## src/rtl/divide_bridge_if.sv

```systemverilog
// Operand, result and core-handshake bundle for divide_bridge.
// The bridge uses the slave view; the clocked client plus the async core use the master view.
interface divide_bridge_if #(
  parameter int AWidth = 32,
  parameter int BWidth = 32
);
  logic              in_valid;
  logic              in_ready;
  logic [AWidth-1:0] in_a;
  logic [BWidth-1:0] in_b;
  logic              out_valid;
  logic              out_ready;
  logic [AWidth-1:0] out_q;
  logic [BWidth-1:0] out_r;
  logic              out_dz;
  logic              out_to;
  logic              div_req;
  logic              div_fin;
  logic [AWidth-1:0] div_a;
  logic [BWidth-1:0] div_b;
  logic [AWidth-1:0] div_s;
  logic [BWidth-1:0] div_mod;

  modport slave (
    input  in_valid, in_a, in_b, out_ready, div_fin, div_s, div_mod,
    output in_ready, out_valid, out_q, out_r, out_dz, out_to, div_req, div_a, div_b
  );

  modport master (
    output in_valid, in_a, in_b, out_ready, div_fin, div_s, div_mod,
    input  in_ready, out_valid, out_q, out_r, out_dz, out_to, div_req, div_a, div_b
  );
endinterface

```

## src/rtl/divide_bridge.sv

```systemverilog
// Clocked valid/ready front-end for the self-timed divide core: runs the four-phase
// req/fin handshake through a fin synchronizer, short-circuits x/0 and aborts on a dead core.
module divide_bridge #(
  parameter int AWidth  = 32,
  parameter int BWidth  = 32,
  parameter int TIMEOUT = 4096
) (
  input  logic            clk,
  input  logic            rst,
  divide_bridge_if.slave  bus
);
  localparam int CntW = (TIMEOUT > 2) ? $clog2(TIMEOUT) : 1;
  localparam logic [CntW-1:0] CntLast = CntW'(TIMEOUT - 1);
  localparam int MaxW = (AWidth > BWidth) ? AWidth : BWidth;

  typedef enum logic [1:0] {IDLE, REQ, RTZ, DONE} state_t;

  state_t            state_q, state_d;
  logic [CntW-1:0]   cnt_q, cnt_d;
  logic              req_q, req_d;
  logic [AWidth-1:0] a_q, a_d;
  logic [BWidth-1:0] b_q, b_d;
  logic [AWidth-1:0] quot_q, quot_d;
  logic [BWidth-1:0] rem_q, rem_d;
  logic              dz_q, dz_d;
  logic              to_q, to_d;
  logic              finMeta_q, finSync_q;
  logic [1:0]        warm_q;
  logic              inReady;
  logic [MaxW-1:0]   aExt;
  logic [BWidth-1:0] dzRem;

  // warm_q holds off acceptance until the sync flops carry real samples of fin,
  // so a fin left high across reset is seen before any new request is taken.
  always_ff @(posedge clk) begin
    if (rst) begin
      finMeta_q <= 1'b0;
      finSync_q <= 1'b0;
      warm_q    <= 2'd0;
    end else begin
      finMeta_q <= bus.div_fin;
      finSync_q <= finMeta_q;
      if (warm_q != 2'd2) warm_q <= warm_q + 2'd1;
    end
  end

  assign inReady = (state_q == IDLE) && !finSync_q && (warm_q == 2'd2) && !rst;
  assign aExt    = MaxW'(bus.in_a);
  assign dzRem   = aExt[BWidth-1:0];

  always_comb begin
    state_d = state_q;
    cnt_d   = cnt_q;
    req_d   = req_q;
    a_d     = a_q;
    b_d     = b_q;
    quot_d  = quot_q;
    rem_d   = rem_q;
    dz_d    = dz_q;
    to_d    = to_q;
    unique case (state_q)
      IDLE: begin
        if (bus.in_valid && inReady) begin
          if (bus.in_b != '0) begin
            a_d     = bus.in_a;
            b_d     = bus.in_b;
            req_d   = 1'b1;
            cnt_d   = '0;
            state_d = REQ;
          end else begin
            quot_d  = '1;
            rem_d   = dzRem;
            dz_d    = 1'b1;
            state_d = DONE;
          end
        end
      end
      REQ: begin
        if (finSync_q) begin
          quot_d  = bus.div_s;
          rem_d   = bus.div_mod;
          req_d   = 1'b0;
          cnt_d   = '0;
          state_d = RTZ;
        end else if (cnt_q == CntLast) begin
          quot_d  = '0;
          rem_d   = '0;
          to_d    = 1'b1;
          req_d   = 1'b0;
          cnt_d   = '0;
          state_d = RTZ;
        end else begin
          cnt_d = cnt_q + CntW'(1);
        end
      end
      RTZ: begin
        // A late return-to-zero keeps whatever result was captured and only flags it.
        if (!finSync_q) begin
          state_d = DONE;
        end else if (cnt_q == CntLast) begin
          to_d    = 1'b1;
          state_d = DONE;
        end else begin
          cnt_d = cnt_q + CntW'(1);
        end
      end
      DONE: begin
        if (bus.out_ready) begin
          dz_d    = 1'b0;
          to_d    = 1'b0;
          state_d = IDLE;
        end
      end
      default: state_d = IDLE;
    endcase
  end

  always_ff @(posedge clk) begin
    if (rst) begin
      state_q <= IDLE;
      cnt_q   <= '0;
      req_q   <= 1'b0;
      a_q     <= '0;
      b_q     <= '0;
      quot_q  <= '0;
      rem_q   <= '0;
      dz_q    <= 1'b0;
      to_q    <= 1'b0;
    end else begin
      state_q <= state_d;
      cnt_q   <= cnt_d;
      req_q   <= req_d;
      a_q     <= a_d;
      b_q     <= b_d;
      quot_q  <= quot_d;
      rem_q   <= rem_d;
      dz_q    <= dz_d;
      to_q    <= to_d;
    end
  end

  assign bus.in_ready  = inReady;
  assign bus.out_valid = (state_q == DONE);
  assign bus.out_q     = quot_q;
  assign bus.out_r     = rem_q;
  assign bus.out_dz    = dz_q;
  assign bus.out_to    = to_q;
  assign bus.div_req   = req_q;
  assign bus.div_a     = a_q;
  assign bus.div_b     = b_q;
endmodule

```

## src/flat_wrapper.sv

```systemverilog
// flat-port wrapper written by rule: the top's interface ports become plain ports
module divide_bridge_flat 
#(
  parameter int AWidth  = 32,
  parameter int BWidth  = 32,
  parameter int TIMEOUT = 4096
)
  (clk, rst, bus_in_valid, bus_in_a, bus_in_b, bus_out_ready, bus_div_fin, bus_div_s, bus_div_mod, bus_in_ready, bus_out_valid, bus_out_q, bus_out_r, bus_out_dz, bus_out_to, bus_div_req, bus_div_a, bus_div_b);
  divide_bridge_if #(.AWidth(AWidth), .BWidth(BWidth)) bus_i ();
  input  logic clk;
  input  logic rst;
  input wire logic [$bits(bus_i.in_valid)-1:0] bus_in_valid;
  input wire logic [$bits(bus_i.in_a)-1:0] bus_in_a;
  input wire logic [$bits(bus_i.in_b)-1:0] bus_in_b;
  input wire logic [$bits(bus_i.out_ready)-1:0] bus_out_ready;
  input wire logic [$bits(bus_i.div_fin)-1:0] bus_div_fin;
  input wire logic [$bits(bus_i.div_s)-1:0] bus_div_s;
  input wire logic [$bits(bus_i.div_mod)-1:0] bus_div_mod;
  output wire logic [$bits(bus_i.in_ready)-1:0] bus_in_ready;
  output wire logic [$bits(bus_i.out_valid)-1:0] bus_out_valid;
  output wire logic [$bits(bus_i.out_q)-1:0] bus_out_q;
  output wire logic [$bits(bus_i.out_r)-1:0] bus_out_r;
  output wire logic [$bits(bus_i.out_dz)-1:0] bus_out_dz;
  output wire logic [$bits(bus_i.out_to)-1:0] bus_out_to;
  output wire logic [$bits(bus_i.div_req)-1:0] bus_div_req;
  output wire logic [$bits(bus_i.div_a)-1:0] bus_div_a;
  output wire logic [$bits(bus_i.div_b)-1:0] bus_div_b;
  assign bus_i.in_valid = bus_in_valid;
  assign bus_i.in_a = bus_in_a;
  assign bus_i.in_b = bus_in_b;
  assign bus_i.out_ready = bus_out_ready;
  assign bus_i.div_fin = bus_div_fin;
  assign bus_i.div_s = bus_div_s;
  assign bus_i.div_mod = bus_div_mod;
  assign bus_in_ready = bus_i.in_ready;
  assign bus_out_valid = bus_i.out_valid;
  assign bus_out_q = bus_i.out_q;
  assign bus_out_r = bus_i.out_r;
  assign bus_out_dz = bus_i.out_dz;
  assign bus_out_to = bus_i.out_to;
  assign bus_div_req = bus_i.div_req;
  assign bus_div_a = bus_i.div_a;
  assign bus_div_b = bus_i.div_b;
  divide_bridge #(.AWidth(AWidth), .BWidth(BWidth), .TIMEOUT(TIMEOUT)) u_core (.clk(clk), .rst(rst), .bus(bus_i));
endmodule
```

## config.mk

```make
export PLATFORM = sky130hd
export DESIGN_NAME = divide_bridge_flat
export DESIGN_NICKNAME = d
export VERILOG_FILES = /design/src/rtl/divide_bridge_if.sv /design/src/rtl/divide_bridge.sv /design/src/flat_wrapper.sv
export SDC_FILE = /design/constraint.sdc
export NUM_CORES = 1
export LEC_CHECK = 0
export BUFFER_PORTS_ARGS = -buffer_cell sky130_fd_sc_hd__buf_2
export CAP_MARGIN = 20
export CORE_UTILIZATION = 40
export CTS_CLUSTER_DIAMETER = 200
export DETAILED_ROUTE_END_ITERATION = 8
export PLACE_DENSITY_LB_ADDON = 0.05
export SYNTH_ARGS = -nofsm -noshare
export SYNTH_HDL_FRONTEND = slang
export SYNTH_SLANG_ARGS = --single-unit
```

## constraint.sdc

```tcl
create_clock -name clk -period 2.35 [get_ports clk]
set_input_delay 0.47 -clock clk [delete_from_list [all_inputs] [get_ports clk]]
set_output_delay 0.47 -clock clk [all_outputs]
set_load 0.02 [all_outputs]
```

==> reports/metrics.cfg <==
[clock_tree]
ctsHoldBuffers = 0
tritoncts = built
clock-root-buffer = clkbuf_16
clock_latency_ps = 420
clock-sinks = 149
htreeDepth = 4
cts.clk_slew.worst_paths_ps = 60
cts_buffers = 17
clk_path_buf_depth = 2

[synthesis]
async_reset_ff_frac = 0
netlist_area_um2 = 6320
dominantRegCellSynth = dfxtp_1
netlist_instances = 772
syn-num-nets = 912
synth.distinct_cells = 46
yosysWarningCount = 0
syn_area_per_cell_um2 = 8.19
yosys_register_bits = 149
synth_seq_area_share = 0.472
synth-edff-count = 0

[routing]
drc = 0
drt_iter0_markers = 387
drtPass1Iterations = 4
num_vias = 6482
viasPerCell = 5.16
ant_nets = 0
drt-wirelength-per-cell_um = 16.5
wirelength_um = 20800

[hold_path]
holdPathStages = 2
min_path_type = input port to flip-flop

[layout]
final_area_um2 = 8690
final_common_cell = buf_2
syn_to_final_growth_pct = 37.4
final_cell_mix = 264 x buf_2, 174 x a21oi_1, 168 x nand2_1
utilization = 0.567
nets = 1172
drive_gt1_frac = 0.338

[critical_path]
r2r_slack_ps = 130
path_max_fanout = 7
startpoint = u_core.state_q[1]
r2r_cells = 8
reg2reg_to = u_core.bus.out_q[26]
rr_startpoint = u_core.cnt_q[0]
worstPathArrival_ps = 1770
endpoint = bus_in_ready
cp-start-kind = flip-flop
criticalPathCategory = flip-flop to output port
end_kind = output port
required_ps = 1880

[die]
die_h_um = 128
die_area_um2 = 16300
initial_utilization = 0.413
core-area_um2 = 15300
fp-row-count = 45
die_w_um = 128
io-pin-count = 266

[timing]
finalCritPeriodShare = 0.954
fin_ws_ps = 108
max_slew_margin = 0.520
drv_slew = 0
whs_ps = 273
setup_viol_count_final = 0
tightestPinTransition_ps = 719
clock.fmax_mhz = 446
rsz0062_at_grt = no
fin_crit_ps = 2240
hold_viol = 0
clock_skew_ps = 9.27

[placed_design]
dp_slack_ps = -102
dpl_cell_area_um2 = 8050
io_buffers = 265
routabilityCongestion = 0.819
place_hpwl_um = 14300

[run]
maxCapViolations = 0

[pwr]
p_leak_nw = 3.62
power_density_nw_per_um2 = 1110
ir_drop_v = 0.000512

[grt]
grt_usage = 0.252
antenna_found_initial = 1
grt_overflow = 0
grt_pass1_wl_um = 32200
grt_max_degree = 146
grt_pass1_vias = 6014

[outcome]
run_status = finished clean

## cell families (layout without fill, tap and decap cells)
logic type | count (synthesis) | after routing | synth area share
buffers and inverters | 76 | 349 | 0.0515
AO/OA/AOI/OAI | 270 | 270 | 0.259
adder cells (fa/ha/maj) | 7 | 7 | 0.0139
other | 0 | 1 | 0
AND/OR/NAND/NOR | 268 | 268 | 0.201
flip-flops | 149 | 149 | 0.472
multiplexers | 1 | 1 | 0.00218
XOR/XNOR | 1 | 1 | 0.00139
## worst max-delay path, cell delays in order (launching register included)
cell	delay, ps
dfxtp_1	340
inv_1	110
ha_2	280
nand2_1	70
nor3_1	210
buf_4	180
buf_2	160
## synthesized netlist by cell type (all sizes together) (4+ instances only)
master | n | area (um^2)
nand4 | 4 | 25.0
nor4 | 9 | 56.3
nand3 | 7 | 35.0
buf | 26 | 138
or4 | 9 | 71.3
inv | 8 | 30.0
nor2b | 35 | 219
o21ai | 9 | 45.0
a21oi | 174 | 871
clkbuf | 42 | 158
nand2 | 168 | 631
nor2 | 9 | 33.8
a311oi | 34 | 298
dfxtp | 149 | 2980
a211oi | 33 | 248
nor3 | 5 | 30.0
ha | 7 | 87.6
o31ai | 7 | 52.6
nand2b | 5 | 31.3
## state kept, by name, summed over array words and instances, names as in the netlist
| signal | count |
|---|---|
| u_core.bus.out_to | 1 |
| u_core.bus.div_a | 32 |
| u_core.bus.div_req | 1 |
| u_core.bus.div_b | 32 |
| u_core.state_q | 2 |
| u_core.warm_q | 2 |
| u_core.finMeta_q | 1 |
| u_core.cnt_q | 12 |
| u_core.bus.out_q | 32 |
| u_core.finSync_q | 1 |
| u_core.bus.out_r | 32 |
| u_core.bus.out_dz | 1 |
## report_power, final
part	internal, mW	total (mW)	switching (mW)
Clock	1.62	2.70	1.08
Sequential	2.96	3.17	0.213
Combinational	1.39	3.75	2.37
## worst min-delay path by stage
stage / start / endpoint / slack [ps]
2_1_floorplan: u_core.finMeta_q / u_core.finSync_q / 410
3_3_place_gp: u_core.finMeta_q / u_core.finSync_q / 440
3_5_place_dp: u_core.finMeta_q / u_core.finSync_q / 440
4_1_cts: bus_div_fin / u_core.finMeta_q / 260
5_1_grt: bus_div_fin / u_core.finMeta_q / 270
6_report: bus_div_fin / u_core.finMeta_q / 270
## what timing repair did
action	in CTS	in global routing
cloned	0	2
setup endpoints to repair	1	30
pin swaps	0	1
resized for setup	1	2
setup buffers	0	2
## stage by stage
| step | std cells | total power, mW | setup TNS [ps] |
|---|---|---|---|
| 2_1_floorplan | 772 | 5.53 | 0 |
| 4_1_cts | 1252 | 9.54 | 0 |
| 3_3_place_gp | 1220 | 6.80 | -1570 |
| 6_report | 1257 | 9.63 | 0 |
| 5_1_grt | 1257 | 10.2 | 0 |
| 3_5_place_dp | 1220 | 6.82 | -1190 |
## metal layers
layer / vias up / global-route usage / share of wire
li1: 3282 / - / -
met1: 2939 / 0.332 / 0.46
met2: 240 / 0.388 / 0.44
met3: 21 / 0.0847 / 0.083
met4: 0 / 0.0844 / 0.015
met5: - / 0 / 0
## cell type report
type | count | area [um^2]
Timing Repair Buffer | 309 | 1780
Sequential cell | 149 | 2980
Multi-Input combinational cell | 547 | 3050
Tap cell | 211 | 264
Fill cell | 1531 | 6630
Antenna cell | 1 | 2.50
Inverter | 8 | 30.0
Clock inverter | 11 | 126
Clock buffer | 21 | 460
Note: power is estimated with default switching activity, not from simulation.
